### src/rtl/out_display.sv
// Output stage: latches the CPU bus on load, converts it to decimal with a shift-add-3 engine
// and scans the result onto a 4-digit multiplexed 7-segment display (seg/an registered, 1-cycle latency).
module out_display #(
    parameter int SCAN_DIV = 1000,
    parameter bit SIGNED   = 1'b0
) (
    input  logic       clk,
    input  logic       rst,
    input  logic       load,
    input  logic [7:0] bus,
    output logic [7:0] value,
    output logic       busy,
    output logic [6:0] seg,
    output logic [3:0] an
);

    localparam int PW = $clog2(SCAN_DIV);

    localparam logic ST_IDLE = 1'b0;
    localparam logic ST_CONV = 1'b1;

    logic          state_q, state_d;
    logic [19:0]   shift_q, shift_d;
    logic [2:0]    cnt_q, cnt_d;
    logic          neg_q, neg_d;
    logic          busy_q, busy_d;
    logic [7:0]    value_q, value_d;
    logic [3:0]    hund_q, hund_d;
    logic [3:0]    tens_q, tens_d;
    logic [3:0]    ones_q, ones_d;
    logic          sign_q, sign_d;
    logic [PW-1:0] presc_q, presc_d;
    logic [1:0]    idx_q, idx_d;
    logic [3:0]    an_q, an_d;
    logic [6:0]    seg_q, seg_d;

    logic          bus_neg;
    logic [7:0]    mag;
    logic [19:0]   adj;
    logic [19:0]   shl;
    logic          scan_wrap;

    function automatic logic [6:0] seg_enc(input logic [3:0] d);
        case (d)
            4'd0:    seg_enc = 7'h3F;
            4'd1:    seg_enc = 7'h06;
            4'd2:    seg_enc = 7'h5B;
            4'd3:    seg_enc = 7'h4F;
            4'd4:    seg_enc = 7'h66;
            4'd5:    seg_enc = 7'h6D;
            4'd6:    seg_enc = 7'h7D;
            4'd7:    seg_enc = 7'h07;
            4'd8:    seg_enc = 7'h7F;
            4'd9:    seg_enc = 7'h6F;
            default: seg_enc = 7'h00;
        endcase
    endfunction

    // 8'h80 negates to itself, which reads correctly as magnitude 128.
    assign bus_neg = SIGNED && bus[7];
    assign mag     = bus_neg ? (~bus + 8'd1) : bus;

    // One double-dabble step: correct each BCD nibble, then shift the whole word left.
    always_comb begin
        adj = shift_q;
        for (int i = 0; i < 3; i++) begin
            if (adj[8 + 4*i +: 4] >= 4'd5) begin
                adj[8 + 4*i +: 4] = adj[8 + 4*i +: 4] + 4'd3;
            end
        end
        shl = adj << 1;
    end

    always_comb begin
        state_d = state_q;
        shift_d = shift_q;
        cnt_d   = cnt_q;
        neg_d   = neg_q;
        busy_d  = busy_q;
        value_d = value_q;
        hund_d  = hund_q;
        tens_d  = tens_q;
        ones_d  = ones_q;
        sign_d  = sign_q;
        if (load) begin
            value_d = bus;
            state_d = ST_CONV;
            shift_d = {12'b0, mag};
            cnt_d   = 3'd0;
            neg_d   = bus_neg;
            busy_d  = 1'b1;
        end else if (state_q == ST_CONV) begin
            shift_d = shl;
            cnt_d   = cnt_q + 3'd1;
            // Digits are only published after the final shift so the display never shows partials.
            if (cnt_q == 3'd7) begin
                hund_d  = shl[19:16];
                tens_d  = shl[15:12];
                ones_d  = shl[11:8];
                sign_d  = neg_q;
                busy_d  = 1'b0;
                state_d = ST_IDLE;
            end
        end
    end

    assign scan_wrap = (presc_q == PW'(SCAN_DIV - 1));

    always_comb begin
        presc_d = scan_wrap ? '0 : presc_q + PW'(1);
        idx_d   = scan_wrap ? idx_q + 2'd1 : idx_q;
        an_d    = 4'b0001 << idx_q;
        seg_d   = 7'h00;
        case (idx_q)
            2'd0:    seg_d = seg_enc(ones_q);
            2'd1:    seg_d = (hund_q == 4'd0 && tens_q == 4'd0) ? 7'h00 : seg_enc(tens_q);
            2'd2:    seg_d = (hund_q == 4'd0) ? 7'h00 : seg_enc(hund_q);
            default: seg_d = sign_q ? 7'h40 : 7'h00;
        endcase
    end

    always_ff @(posedge clk or negedge rst) begin
        if (!rst) begin
            state_q <= ST_IDLE;
            shift_q <= '0;
            cnt_q   <= '0;
            neg_q   <= 1'b0;
            busy_q  <= 1'b0;
            value_q <= '0;
            hund_q  <= '0;
            tens_q  <= '0;
            ones_q  <= '0;
            sign_q  <= 1'b0;
            presc_q <= '0;
            idx_q   <= '0;
            an_q    <= 4'b0001;
            seg_q   <= 7'h3F;
        end else begin
            state_q <= state_d;
            shift_q <= shift_d;
            cnt_q   <= cnt_d;
            neg_q   <= neg_d;
            busy_q  <= busy_d;
            value_q <= value_d;
            hund_q  <= hund_d;
            tens_q  <= tens_d;
            ones_q  <= ones_d;
            sign_q  <= sign_d;
            presc_q <= presc_d;
            idx_q   <= idx_d;
            an_q    <= an_d;
            seg_q   <= seg_d;
        end
    end

    assign value = value_q;
    assign busy  = busy_q;
    assign seg   = seg_q;
    assign an    = an_q;

endmodule

### config.mk
export PLATFORM = sky130hd
export DESIGN_NAME = out_display
export DESIGN_NICKNAME = d
export VERILOG_FILES = /design/src/rtl/out_display.sv
export SDC_FILE = /design/constraint.sdc
export NUM_CORES = 1
export LEC_CHECK = 0
export CAP_MARGIN = 30
export CELL_PAD_IN_SITES_DETAIL_PLACEMENT = 0
export CELL_PAD_IN_SITES_GLOBAL_PLACEMENT = 1
export CORE_MARGIN = 2
export CORE_UTILIZATION = 40
export DETAILED_ROUTE_END_ITERATION = 10
export DONT_BUFFER_PORTS = 1
export GPL_ROUTABILITY_DRIVEN = 0
export PLACE_DENSITY_LB_ADDON = 0.1
export SLEW_MARGIN = 0
export SYNTH_ARGS = -nofsm -noshare
export SYNTH_HDL_FRONTEND = slang
export SYNTH_SLANG_ARGS = --single-unit
### constraint.sdc
create_clock -name clk -period 3.6 [get_ports clk]
set_clock_uncertainty 0.15 [all_clocks]
set_input_delay 0.9 -clock clk [delete_from_list [all_inputs] [get_ports clk]]
set_output_delay 0.9 -clock clk [all_outputs]
set_load 0.05 [all_outputs]
# == After elaboration in Yosys (flattened, before gate mapping) ==
# Memory sizes are Yosys's and may differ from the RTL's.
# Index checks and enable logic that the tools add are counted.
# op_classes
addsub,6
multipliers,0
div_mod_pow,0
order_cmp,3
eq_ne,4
shift,1
muxes,17
n_bitwise,1
reduce_logical,8
# ops
cell,count
20-bit two-way mux,2
7-bit one-hot mux with 3 select lines,1
7-bit two-way mux,2
4-bit by 3-bit >= comparator with 1-bit output (second input constant),3
10-bit by 1-bit adder with 10-bit output (second input constant),1
10-bit == test (second input constant),1
10-bit two-way mux,1
3-bit two-way mux,3
4-bit by 2-bit adder with 4-bit output (second input constant),2
4-bit logical NOT,2
4-bit two-way mux,2
1-bit two-way mux,6
2-bit nonzero test,2
1-bit by 2-bit left shift with 4-bit output (first input constant),1
3-bit by 1-bit adder with 3-bit output (second input constant),1
3-bit by 2-bit adder with 3-bit output (second input constant),1
3-bit == test (second input constant),1
3-bit AND reduction,1
2-bit by 1-bit adder with 2-bit output (second input constant),1
2-bit by 1-bit == test with 1-bit output (second input constant),1
2-bit == test (second input constant),1
2-bit logical NOT,1
2-bit AND reduction,1
1-bit logical AND,1
1-bit inverter,1
# totals
reg_bits,68
latch_bits,0
ramBits,0
mem_bits_ro,336
inputBits,11
out_inout_bits,20
word_cells,55
mem_count,3
# memory_table
memory,words,word_bits,read_ports,rd_clocked_by_memory_dff,write_ports,line,source
(no name shown),16,7,1,0,0,44,case (d)
(no name shown),16,7,1,0,0,44,
(no name shown),16,7,1,0,0,44,

# == Depth between registers and ports, before layout ==
# logic_depth
depth_word,4
depth_mapped,8
ltp_nobuf,6

# == Worst setup path before layout ==
# OpenSTA, ideal clock, no wires.
# synth_timing
kind,input -> register
startpoint,in load
endpoint,reg hund_q[3]
setup_time_ps,126
arrival_time_ps,1761
required_ps,3324
path_slack_ps,1563
path_stages,6
n_path_buf,2
cell_sequence,nand2b_1 or2_1 clkbuf_1 clkbuf_1 nand2_1 o21ai_1
# synth_via
elab_chain_cells,2
# synth_rtl
item,line,source
from (decl),9,"input logic load,"
1-bit inverter (no source line),n/a,
3-bit AND reduction (no source line),n/a,
to (signal assigned),145,hund_q <= hund_d;
to (decl),28,"logic [3:0] hund_q, hund_d;"
# Every way passes these cells.
# A chain may end at the register's enable or synchronous reset.

# == Worst setup path after layout ==
# layout_timing
startpoint,reg an_q[0] (netlist: an[0])
endpoint,out an[0]
# layout_rtl
item,line,source
from (decl),34,"logic [3:0] an_q, an_d;"
from (signal assigned),151,an_q <= an_d;
to (decl),14,output logic [3:0] an
# No word-level cell between the ends.

==> results.sh <==
export IMPL_critPathLaunchType="register"
export IMPL_synth_nets=400
export IMPL_yosysWarnings=0
export IMPL_status="finished, final reports clean"
export IMPL_nFillCells=819
export IMPL_yosysSeqAreaShare_pct=47.6
export IMPL_synth_edf_count=0
export IMPL_synth_most_common_cell="dfrtp_1"
export IMPL_p_leak_nw=1.74
export IMPL_vias=2409
export IMPL_port_buffer_count=0
export IMPL_power_frac_clock_pct=39.5
export IMPL_clock_fmax_mhz=483
export IMPL_cts_path_max_buffers=2
export IMPL_crit_required_ns=2.55
export IMPL_end_kind="output port"
export IMPL_fin_util_pct=44.3
export IMPL_ctsResizeCount=0
export IMPL_clk_pin_slew_ns=0.07
export IMPL_tritoncts="done"
export IMPL_seq_power_share_pct=53.6
export IMPL_htreeDepth=3
export IMPL_die_area_sq_um=9760
export IMPL_final_layout_size_suffix_gt1_share_pct=9.94
export IMPL_first_global_vias=2371
export IMPL_synth_top_area_share_pct=42.5
export IMPL_setup_viol=0
export IMPL_insertion_delay_ns=0.34
export IMPL_initial_core_util_pct=41.2
export IMPL_drv_slew=0
export IMPL_cts_sinks=68
export IMPL_finalPower_mw=1.71
export IMPL_grt_max_degree=69
export IMPL_p_per_area_nw_per_um2=442
export IMPL_dp_cells=454
export IMPL_p_switching_uw=452
export IMPL_grt_usage_pct=14.5
export IMPL_maxCapViolCount=0
export IMPL_die_y_um=98.8
export IMPL_antenna_found_initial=0
export IMPL_min_path_type="in -> async"
export IMPL_cts_hold_buf=0
export IMPL_area_delta_synth_final_pct=7.63
export IMPL_core_area_sq_um=8720
export IMPL_synth_top_area_cell="dfrtp_1"
export IMPL_synthArstFlopShare_pct=100
export IMPL_syn_cell_area_sq_um=3590
export IMPL_ys_top_cells_by_count="dfrtp_1, inv_1, nand2_1, ha_1, o21ai_1"
export IMPL_post_route_min_period_ns=2.07
export IMPL_cp_max_fo=1
export IMPL_ys_seq_elements=68
export IMPL_rsz0062_at_grt="false"
export IMPL_drtIter0Drc=44
export IMPL_cts_root_buffer="clkbuf_8"
export IMPL_diodes=0
export IMPL_tightest_slew_ns=0.719
export IMPL_wl_per_cell_um=13.7
export IMPL_path_class="reg -> out"
export IMPL_synth_area_leaders="dfrtp_1, ha_1, dfstp_2, mux2i_1, o21ai_1"
export IMPL_slew_headroom_pct=52.1
export IMPL_drc=0
export IMPL_dp_hpwl_um=4460
export IMPL_nets=396
export IMPL_overflow=0
export IMPL_die_w_um=98.8
export IMPL_antenna_left=0
export IMPL_first_pass_iters=4
export IMPL_tns_ns=0
export IMPL_routed_wl_um=6430
export IMPL_finalHoldViolations=0
export IMPL_pwr_share_comb_pct=6.9
export IMPL_cts_inserted_buffers=9
export IMPL_peakVddDrop_mv=0.184
export IMPL_finalCritPeriodShare_pct=57.5
export IMPL_p_sw_share_pct=26.5
export IMPL_vias_per_cell=5.13
export IMPL_yosysUniqueCellTypes=47
export IMPL_p_int_mw=1.26
export IMPL_postCtsSetupBuffers=0
export IMPL_cp_arrival_ns=1.02
export IMPL_avgSynthCellArea_sq_um=9.95
export IMPL_rows=34
export IMPL_grt_pass1_wl_um=11300
export IMPL_yosys_most_used_dff="dfrtp_1"
export IMPL_synthCells=361
export IMPL_layoutNonFillerInstCount=470
export IMPL_num_io_pins=31
[flip-flops by register name, indices dropped and copies added (netlist names)]
signal and flops:
idx_q 2, presc_q 10, hund_q 4, value 8, busy 1, state_q 1, tens_q 4, seg 7
an 4, ones_q 4, cnt_q 3, shift_q 20
[routing by layer]
layer / part of all wire [%] / track usage [%]
met2: 47 / 23.5
met5: 0 / 0
met1: 48 / 18.2
met4: 1.4 / 6.22
met3: 2.8 / 3.97
[final timing paths]
| path | startpoint | cells past startpoint | slack [ns] | to |
|---|---|---|---|---|
| min in group clk | presc_q[0] | 1 | 0.32 | presc_q[0] |
| setup / recovery | an[0] | 0 | 1.53 | an[0] |
| max in group asynchronous | rst | 0 | 3.02 | seg[2] |
| setup reg to reg | cnt_q[0] | 5 | 1.54 | ones_q[0] |
| hold reg to reg | presc_q[0] | 1 | 0.32 | presc_q[0] |
| hold / removal | rst | 0 | 0.10 | presc_q[4] |
[cell type report]
class	count	area [sq um]	share of cell area [%]
flip-flops and latches	68	1710	44.2
multi-input cells	246	1680	43.5
clock inverters	7	91.3	2.36
repair buffers	1	7.51	0.194
clock buffers	9	124	3.20
well taps	108	135	3.49
inverters	31	116	3.01
[layout by cell type (no fill, tap or decap), types with 2 or more instances in the layout]
cell type	count
a211oi_1	3
a21o_1	2
a21oi_1	20
a222oi_1	2
a31oi_1	4
and2_1	2
bufinv_16	2
clkbuf_8	9
clkinv_2	3
dfrtp_1	61
dfstp_2	7
ha_1	28
inv_1	31
mux2_1	4
mux2_2	3
mux2i_1	14
nand2_1	30
nand2b_1	14
nand3_1	5
nand4_1	2
nor2_1	21
nor2b_1	3
nor3_1	2
nor3b_1	5
o21ai_0	18
o21ai_1	26
o22ai_1	10
xnor2_1	9
xor2_1	3
[kinds of logic (layout without fill, tap and decap cells)]
group,count (synthesis),after routing,share of synthesized area (%)
AND/OR/NAND/NOR,94,94,13.3
AO/OA/AOI/OAI,91,91,14.8
flip-flops,68,68,47.6
buffers and inverters,47,48,5.57
adder cells (fa/ha/maj),28,28,9.75
multiplexers,21,21,6.09
XOR/XNOR,12,12,2.93
[stage by stage]
stage	instance area (sq um)	hold slack [ns]	setup WS (ns)
finish	3870	0.104	1.53
global route	3870	0.0602	1.37
CTS	3870	0.0777	1.50
detailed placement	3650	0.314	1.20
global placement	3650	0.295	1.24
floorplan	3590	0.283	1.56
[power by group through the flow]
stage | combinational, mW | clock (mW) | sequential (mW)
global route | 0.139 | 0.730 | 0.921
floorplan | 0.107 | 0 | 0.919
CTS | 0.120 | 0.703 | 0.915
global placement | 0.117 | 0 | 0.929
detailed placement | 0.120 | 0 | 0.930
finish | 0.118 | 0.675 | 0.914
No activity file was read; power rests on OpenSTA's default activity.
